File: config.mk
export PLATFORM = sky130hd
export DESIGN_NAME = ts_channel_monitor
export DESIGN_NICKNAME = d
export VERILOG_FILES = /design/src/rtl/ts_channel_monitor.sv
export SDC_FILE = /design/constraint.sdc
export NUM_CORES = 1
export LEC_CHECK = 0
export ABC_AREA = 1
export BUFFER_PORTS_ARGS = -buffer_cell sky130_fd_sc_hd__buf_2
export CAP_MARGIN = 30
export CELL_PAD_IN_SITES_DETAIL_PLACEMENT = 1
export CELL_PAD_IN_SITES_GLOBAL_PLACEMENT = 2
export CORE_AREA = 4 4 157 98
export CTS_CLUSTER_SIZE = 25
export DETAILED_ROUTE_END_ITERATION = 8
export DIE_AREA = 0 0 161 102
export PLACE_DENSITY_LB_ADDON = 0.2
export SLEW_MARGIN = 20
export SYNTH_ARGS = -nofsm -noshare
export SYNTH_HDL_FRONTEND = slang
export SYNTH_SLANG_ARGS = --single-unit
export TNS_END_PERCENT = 30
File: constraint.sdc
create_clock -name clk -period 2.6 [get_ports clk]
set_input_delay 0.26 -clock clk [delete_from_list [all_inputs] [get_ports clk]]
set_output_delay 0.26 -clock clk [all_outputs]
set_load 0.02 [all_outputs]
File: src/rtl/ts_channel_monitor.sv
// ts_channel_monitor: MPEG2-TS sync tracker with windowed error counter.
// Ports: clk, rstn, ts_valid, ts_data, reset_timer -> locked, signal_present, error_count.
module ts_channel_monitor #(
  parameter int PKT_LEN         = 188,
  parameter int LOCK_COUNT      = 3,
  parameter int UNLOCK_COUNT    = 3,
  parameter int SILENCE_TIMEOUT = 65535
) (
  input  logic        clk,
  input  logic        rstn,
  input  logic        ts_valid,
  input  logic [7:0]  ts_data,
  input  logic [19:0] reset_timer,
  output logic        locked,
  output logic        signal_present,
  output logic [7:0]  error_count
);

  localparam int IW = $clog2(PKT_LEN);
  localparam int GW = $clog2(LOCK_COUNT + 1);
  localparam int MW = $clog2(UNLOCK_COUNT + 1);
  localparam int SW = $clog2(SILENCE_TIMEOUT + 1);

  localparam logic [IW-1:0] IDX_LAST = IW'(PKT_LEN - 1);
  localparam logic [IW-1:0] IDX_ONE  = IW'(1);
  localparam logic [GW-1:0] GOOD_MAX = GW'(LOCK_COUNT);
  localparam logic [GW-1:0] GOOD_ONE = GW'(1);
  localparam logic [MW-1:0] MISS_MAX = MW'(UNLOCK_COUNT);
  localparam logic [SW-1:0] SIL_MAX  = SW'(SILENCE_TIMEOUT);
  localparam logic [7:0]    SYNC     = 8'h47;

  typedef enum logic [1:0] {
    HUNT,
    VERIFY,
    LOCKED
  } state_t;

  state_t        state_q, state_n;
  logic [IW-1:0] idx_q, idx_n, idx_adv;
  logic [GW-1:0] good_q, good_n;
  logic [MW-1:0] miss_q, miss_n;
  logic [SW-1:0] sil_q, sil_n;
  logic [19:0]   win_q, win_n;
  logic [7:0]    err_q, err_n;
  logic          locked_q, present_q;
  logic          sync_ok;
  logic          inc;
  logic          clr;

  assign sync_ok = (ts_data == SYNC);
  assign idx_adv = (idx_q == IDX_LAST) ? '0 : idx_q + 1'b1;

  always_comb begin
    state_n = state_q;
    idx_n   = idx_q;
    good_n  = good_q;
    miss_n  = miss_q;
    inc     = 1'b0;
    if (ts_valid) begin
      unique case (state_q)
        HUNT: begin
          if (sync_ok) begin
            state_n = VERIFY;
            idx_n   = IDX_ONE;
            good_n  = GOOD_ONE;
          end
        end
        VERIFY: begin
          idx_n = idx_adv;
          if (idx_q == '0) begin
            if (sync_ok) begin
              good_n = good_q + 1'b1;
              if (good_n == GOOD_MAX) begin
                state_n = LOCKED;
                miss_n  = '0;
              end
            end else begin
              // The bad byte is dropped, not re-tried as a sync.
              state_n = HUNT;
              idx_n   = '0;
              good_n  = '0;
            end
          end
        end
        LOCKED: begin
          idx_n = idx_adv;
          if (idx_q == '0) begin
            if (sync_ok) begin
              miss_n = '0;
            end else begin
              miss_n = miss_q + 1'b1;
              inc    = 1'b1;
              if (miss_n == MISS_MAX) begin
                state_n = HUNT;
                idx_n   = '0;
                good_n  = '0;
                miss_n  = '0;
              end
            end
          end else if (idx_q == IDX_ONE) begin
            inc = ts_data[7];
          end
        end
        default: begin
          state_n = HUNT;
          idx_n   = '0;
          good_n  = '0;
          miss_n  = '0;
        end
      endcase
    end
    if (ts_valid) begin
      sil_n = '0;
    end else if (sil_q == SIL_MAX) begin
      sil_n = sil_q;
    end else begin
      sil_n = sil_q + 1'b1;
    end
    // A silent stream forces a fresh acquisition.
    if (sil_n == SIL_MAX) begin
      state_n = HUNT;
      idx_n   = '0;
      good_n  = '0;
      miss_n  = '0;
    end
  end

  always_comb begin
    clr   = 1'b0;
    win_n = '0;
    if (reset_timer != '0) begin
      // >= so a lowered window still wraps promptly.
      if (win_q >= reset_timer - 20'd1) begin
        clr = 1'b1;
      end else begin
        win_n = win_q + 20'd1;
      end
    end
    if (clr) begin
      err_n = {7'd0, inc};
    end else if (inc && (err_q != 8'hFF)) begin
      err_n = err_q + 8'd1;
    end else begin
      err_n = err_q;
    end
  end

  always_ff @(posedge clk or negedge rstn) begin
    if (!rstn) begin
      state_q   <= HUNT;
      idx_q     <= '0;
      good_q    <= '0;
      miss_q    <= '0;
      sil_q     <= '0;
      win_q     <= '0;
      err_q     <= '0;
      locked_q  <= 1'b0;
      present_q <= 1'b0;
    end else begin
      state_q   <= state_n;
      idx_q     <= idx_n;
      good_q    <= good_n;
      miss_q    <= miss_n;
      sil_q     <= sil_n;
      win_q     <= win_n;
      err_q     <= err_n;
      locked_q  <= (state_n == LOCKED);
      present_q <= (state_n == LOCKED) && (sil_n < SIL_MAX);
    end
  end

  assign locked         = locked_q;
  assign signal_present = present_q;
  assign error_count    = err_q;

endmodule

==> results.ini, run 1 <==
[route]
viasPerCell=4.79
ant_nets=0
vias=4573
firstDrtPassIters=4
post_drt_wl_per_cell_um=14.7
drt_wl_total_um=14000
drc=0
drtIter0Drc=172

[min_path]
hold_path.class=in -> reg
hold_end=sil_q[11]
whs_path_depth=2
min_from=ts_valid

[logic_synthesis]
avgSynthCellArea_um2=6.96
synthesis.nets=731
seq_area_frac_synth_pct=32.2
synth_area_um2=4670
syn-instance-count=671
ys_ff_latch=60
synth_cell_types=45
yosys_warnings=0

[sta]
fin_crit_ps=2580
hold_violations=0
period_share_pct=99.4
clock_skew_ps=7.14
worst_slack_ps=15.7
fmax_mhz=387
max_slew_margin_pct=46.6
rsz0062_at_grt=yes
setup_viol=0
report.final.slew_viol_count=0
worst_pin_slew_ps=799

[setup_path]
r2r_end=idx_q[2]
worst_setup_path_start_kind=primary input
critPathCaptureType=register
ff2ff_setup_slack_ps=280
crit_family=simple AND/OR/NAND/NOR gates
r2r_start=sil_q[0]
critPathMaxFanout=6
crit_chain=buf_8, nor2_4, nand2_2, nor3_4, nand4_1, nor3_2, nand3_2, nor2_2, xor2_1, inv_1, ha_4, a21oi_2, o21a_1, o21ai_0, a21oi_1, nand2_2, buf_12, nand2_8, nand2_1, nand2_1, inv_1
max_stage_delay_ps=230
crit_arrival_ps=2800
reg2regPathDepth=15
crit_type=in -> reg
crit_buf_inv=4
crit_path_top_delay_cell=ha_4
crit_required_ps=2820

[grt]
antenna_found_initial=0
grt_max_degree=26
grtUsageTotal_pct=17.6
grt_pass1_wl_um=23500
overflow=0
grt_pass1_vias=4721

[clock_tree]
cts-root-buf=clkbuf_16
tritoncts=done
cts_buffers=9
clkSinkCount=60
insertion_delay_ps=330
path_clk_slew_ps=60
ctsLongestPathBuffers=2
cts_htree_levels=3

[final_layout]
final_nets=812
area_delta_synth_final_pct=26.9
antennaDiodeCount=0
drive_gt1_share_pct=20.6

[floorplanning]
pin_count=41
die_area_um2=16400
num_rows=34
initial_core_util_pct=33.0
coreArea_um2=14100
die_width_um=161
dieHeight_um=102

[job]
drv_cap=0

[placement]
gp_congestion=0.795
place_ws_ps=-346
portBuffers=40
dpl.hpwl_um=11100

[status]
status=completed

[power]
switching_share_pct=35.3
internal_power_mw=2.39
p_per_area_nw_per_um2=623
p_seq_share_pct=34.1
pwr-share-clk_pct=35.5
p_switching_mw=1.30
p_leak_nw=2.91
peakVddDrop_v=0.000321
power.total_mw=3.69
combPwrFrac_pct=30.4

==> synth_stat cells, drive strengths merged <==
master / count / share of area (%)
o32ai: 1 / 0.19
ha: 29 / 7.8
o21bai: 3 / 0.48
o31ai: 2 / 0.32
o211ai: 2 / 0.32
o21ai: 18 / 1.9
xnor2: 11 / 2.1
nand2: 155 / 13
nor4: 4 / 0.54
a21boi: 1 / 0.16
nand3b: 4 / 0.64
a21oi: 18 / 1.9
o2111ai: 1 / 0.19
nand3: 61 / 7.0
a211oi: 3 / 0.48
xor2: 26 / 4.9
or3: 1 / 0.13
a31oi: 4 / 0.67
or2: 2 / 0.27
nor3b: 4 / 0.64
nor3: 22 / 2.6
inv: 99 / 8.0
dfrtp: 60 / 32
o22ai: 1 / 0.13
clkinv: 2 / 0.19
and2: 2 / 0.27
buf: 7 / 0.99
nand4: 19 / 2.5
o41ai: 1 / 0.19
o21a: 3 / 0.48
clkbuf: 3 / 0.27
nor2: 102 / 8.8
==> layout by cell type (no fill, tap or decap), types with 4 or more instances in the layout <==
cell type / count
a21oi_1: 17
buf_2: 37
buf_4: 35
buf_6: 4
clkbuf_16: 9
dfrtp_1: 60
ha_1: 27
inv_1: 92
inv_2: 6
nand2_1: 143
nand2_2: 7
nand2_4: 4
nand3_1: 48
nand3_2: 13
nand3b_1: 4
nand4_1: 19
nor2_1: 89
nor2_2: 9
nor2_4: 4
nor3_1: 16
nor3_2: 5
nor4_1: 4
o21ai_0: 17
xnor2_1: 11
xor2_1: 26
==> power by group through the flow <==
stage / clock network [mW] / registers [mW] / logic [mW]
6_report: 1.31 / 1.26 / 1.12
5_1_grt: 1.39 / 1.29 / 1.28
4_1_cts: 1.35 / 1.26 / 1.07
3_5_place_dp: 0 / 1.27 / 1.05
3_3_place_gp: 0 / 1.27 / 1.01
2_1_floorplan: 0 / 1.25 / 0.662
==> through the flow <==
step | instances | cell area [um2] | util [%] | setup TNS (ps) | hold slack, ps
finish | 955 | 5920 | 41.9 | 0 | 242
global route | 955 | 5920 | 41.9 | -1610 | 248
CTS | 953 | 5720 | 40.5 | -40.9 | 241
detailed placement | 936 | 5370 | 38.0 | -7200 | 308
global placement | 936 | 5370 | 38.0 | -4510 | 308
floorplan | 671 | 4700 | - | -1440 | -35.6
==> worst max path at each step <==
stage / from / to / cells past startpoint
after floorplan: reset_timer[1] / win_q[0] / 18
after global placement: reset_timer[1] / error_count[0] / 21
after detailed placement: reset_timer[1] / win_q[2] / 18
after CTS: reset_timer[1] / error_count[0] / 20
after global routing: reset_timer[1] / error_count[0] / 20
final: reset_timer[1] / error_count[0] / 21
==> state kept, by name (all words and copies together), names as in the netlist <==
name            cells
error_count         8
good_q              2
idx_q               8
locked              1
miss_q              2
signal_present      1
sil_q              16
state_q             2
win_q              20
==> final cells by class <==
cell class / instances / area, um2
fill: 1810 / 8200
multi-input combinational: 501 / 2930
sequential: 60 / 1500
timing repair buffer: 79 / 538
inverter: 101 / 383
tap: 198 / 248
clock buffer: 10 / 239
clock inverter: 6 / 87.6
==> worst register-to-register path: stages, from the launching register on <==
cell	delay [ps]
dfrtp_1	420
ha_2	230
inv_1	90
nor2_4	60
nand2_2	130
clkinv_2	100
nand2_4	200
nand2_1	90
nand2_1	60
nand2_1	80
nor2_1	180
nand3_1	150
nor2_4	240
nor2_1	80
nand2_1	70
nand2_1	50
==> routing by layer <==
metal | vias to the layer above | global-route usage, % | part of all wire [%]
met5 | - | 0 | 0
met4 | 0 | 3.74 | 0.92
met3 | 15 | 3.67 | 3.3
met2 | 51 | 26.9 | 41
met1 | 2168 | 25.7 | 54
li1 | 2339 | - | -
==> cells by family after synthesis <==
group / synth area share [%]
adder cells (fa/ha/maj): 7.77
AO/OA/AOI/OAI: 7.48
AND/OR/NAND/NOR: 36.2
buffers and inverters: 9.41
XOR/XNOR: 6.94
flip-flops: 32.2
==> what timing repair did <==
action / 4_1_cts / 5_1_grt
pin swaps: 0 / 5
setup endpoints to repair: 3 / 42
endpoints found under the hold margin: 23 / 0
resized for setup: 3 / 43
hold buffers: 1 / 0
cloned: 0 / 1
setup buffers: 0 / 1
Note: power is estimated with default switching activity, not from simulation.
==> run 2: changes to the inputs <==
Settings changed: CELL_PAD_IN_SITES_DETAIL_PLACEMENT 1 to 0, CELL_PAD_IN_SITES_GLOBAL_PLACEMENT 2 to 1, CORE_AREA 4 4 157 98 to 4 4 138 87, DIE_AREA 0 0 161 102 to 0 0 142 91, SKIP_CTS_REPAIR_TIMING set to 1.
==> run 2 against run 1 <==
  * Sequential power about the same
  * Non-clock buffer count down 2
  * Die area down 21%
  * Power down 2.0%
  * Count of clock-buffer cells in the layout up 3
  * Worst hold slack better by 9.2 ps
  * Critical path type unchanged
  * Critical endpoint is now win_q[18]
  * Highest routed layer unchanged
==> results.ini, run 2 (synthesis results as in run 1) <==
[floorplanning]
num_rows=29  ; -15%
die_width_um=142  ; -12%
dieHeight_um=91  ; -11%
die_area_um2=12900  ; -21%
coreArea_um2=10600  ; -25%
pin_count=41  ; unchanged
initial_core_util_pct=44.2  ; +11 points

[sta]
report.final.slew_viol_count=0  ; unchanged
rsz0062_at_grt=yes
worst_pin_slew_ps=707  ; -92.0 ps
fin_hold_ws_ps=251  ; +9.19 ps
max_slew_margin_pct=52.2  ; +5.7 points
setup_viol=0  ; unchanged
fin_crit_ps=2580  ; -1.13 ps
fmax_mhz=387  ; about the same
period_share_pct=99.4  ; about the same
hold_violations=0  ; unchanged
clock_skew_ps=5.02  ; -2.12 ps
setup_tns_ps=0  ; unchanged

[placement]
place_inst=873  ; -6.7%
dpl.hpwl_um=8900  ; -20%
gp_congestion=0.817  ; +2.8%
post_dp_cell_area_um2=5270  ; -1.7%
portBuffers=40  ; unchanged

[clock_tree]
cts_htree_levels=3  ; unchanged
cts-root-buf=clkbuf_16
ctsLongestPathBuffers=2  ; unchanged
clkSinkCount=60  ; unchanged
insertion_delay_ps=330  ; about the same
path_clk_slew_ps=50  ; about the same
tritoncts=done
cts_buffers=9  ; unchanged

[setup_path]
critPathMaxFanout=4  ; -2
crit_required_ps=2830  ; about the same
worst_setup_path_start_kind=primary input
crit_type=in -> reg
crit_arrival_ps=2810  ; about the same
critPathCaptureType=register

[final_layout]
area_delta_synth_final_pct=22.9
reg_top3=win_q (20), sil_q (16)
finalNonFillerCells=894  ; -6.4%
fill_cells=1033  ; -43%
final_cell_mix=nand2_1 (146), inv_1 (93), nor2_1 (93)
final_nets=810  ; -0.25%
top_register=win_q
drive_gt1_share_pct=18.0  ; -2.6 points
largest_reg_flops=20  ; unchanged
antennaDiodeCount=0  ; unchanged
post-route-cell-area_um2=5740  ; -3.1%
final_common_cell=nand2_1

[power]
combPwrFrac_pct=28.1  ; -2.3 points
switching_share_pct=33.6  ; -1.7 points
power.total_mw=3.62  ; -2.0%
p_per_area_nw_per_um2=630  ; +1.1%
pwr-share-clk_pct=37.0  ; +1.5 points
p_switching_mw=1.21  ; -6.7%
p_seq_share_pct=34.9  ; +0.8 points
peakVddDrop_v=0.000345  ; +7.4%
p_leak_nw=2.90  ; -0.33%
internal_power_mw=2.40  ; +0.51%

[route]
firstDrtPassIters=5  ; +1
ant_nets=0  ; unchanged
drc=0  ; unchanged
vias=4521  ; -1.1%
drt_wl_total_um=11700  ; -16%
viasPerCell=5.06  ; +5.6%
post_drt_wl_per_cell_um=13.1  ; -11%
drtIter0Drc=366  ; +110%

[grt]
grt_pass1_vias=4219  ; -11%
overflow=0  ; unchanged
grt_pass1_wl_um=19900  ; -15%
grtUsageTotal_pct=18.5  ; +0.97 points
antenna_found_initial=0  ; unchanged
grt_max_degree=37  ; +42%

[min_path]
hold_path.class=in -> reg

[job]
drv_cap=0  ; unchanged

[status]
status=completed

[run 2: cell count changes in the layout (fill, tap and decap cells not counted), moves of 2 or more]
cell	change
clkbuf_8	+2
clkinvlp_4	-2
nand2_1	+3
nand2_2	-2
nand2_8	-2
nand3_1	+5
nand3_2	-5
nor2_1	+4
nor2_2	-3
[run 2: worst max-delay path: stages]
cell and delay [ps]:
buf_6 100, nor2_4 90, nand2_2 70, nor3_4 130, nand4_1 150, nor3_2 230
nand3_1 150, nor2_1 150, xor2_1 150, inv_1 80, ha_4 230, a21oi_2 130
o21a_1 120, o21ai_0 70, a21oi_1 210, nand2_2 150, buf_4 160, nor3_1 190
[run 2: per-layer routing]
| metal | vias up | global-route usage, % | part of all wire [%] |
|---|---|---|---|
| met5 | - | 0 | 0 |
| met1 | 2048 | 28.7 | 53 |
| li1 | 2334 | - | - |
| met4 | 0 | 4.15 | 0.68 |
| met3 | 8 | 4.25 | 6.3 |
| met2 | 131 | 26.0 | 40 |
[run 2: final cells by class]
| cell class | instances | area, um2 | area share, % |
|---|---|---|---|
| well taps | 139 | 174 | 3.03 |
| multi-input cells | 501 | 2840 | 49.4 |
| repair buffers | 77 | 509 | 8.87 |
| clock inverters | 3 | 67.6 | 1.18 |
| clock buffers | 13 | 270 | 4.71 |
| inverters | 101 | 380 | 6.63 |
| flip-flops and latches | 60 | 1500 | 26.2 |
[run 2: worst paths after layout]
check                          startpoint              to  slack (ps)  cells after the start
max in group asynchronous            rstn       win_q[18]        1500                      3
min in group asynchronous            rstn        sil_q[9]         480                      2
hold reg to reg                  win_q[0]        win_q[0]         460                      1
hold / removal                   ts_valid       sil_q[11]         250                      2
setup reg to reg                 idx_q[0]  error_count[1]         130                     12
setup / recovery           reset_timer[1]       win_q[18]          20                     18
[run 2: power by group through the flow]
stage	combinational [mW]	sequential [mW]	clock, mW
after floorplan	0.662	1.25	0
after global placement	0.951	1.27	0
after detailed placement	0.968	1.27	0
after CTS	0.974	1.26	1.37
after global routing	1.17	1.29	1.40
final	1.02	1.26	1.34
[run 2: stage by stage]
step,setup slack (ps),utilization (%)
floorplan,-89.8,-
global placement,-203,49.9
detailed placement,-250,49.9
CTS,68.1,53.1
global route,-192,54.3
finish,16.8,54.3
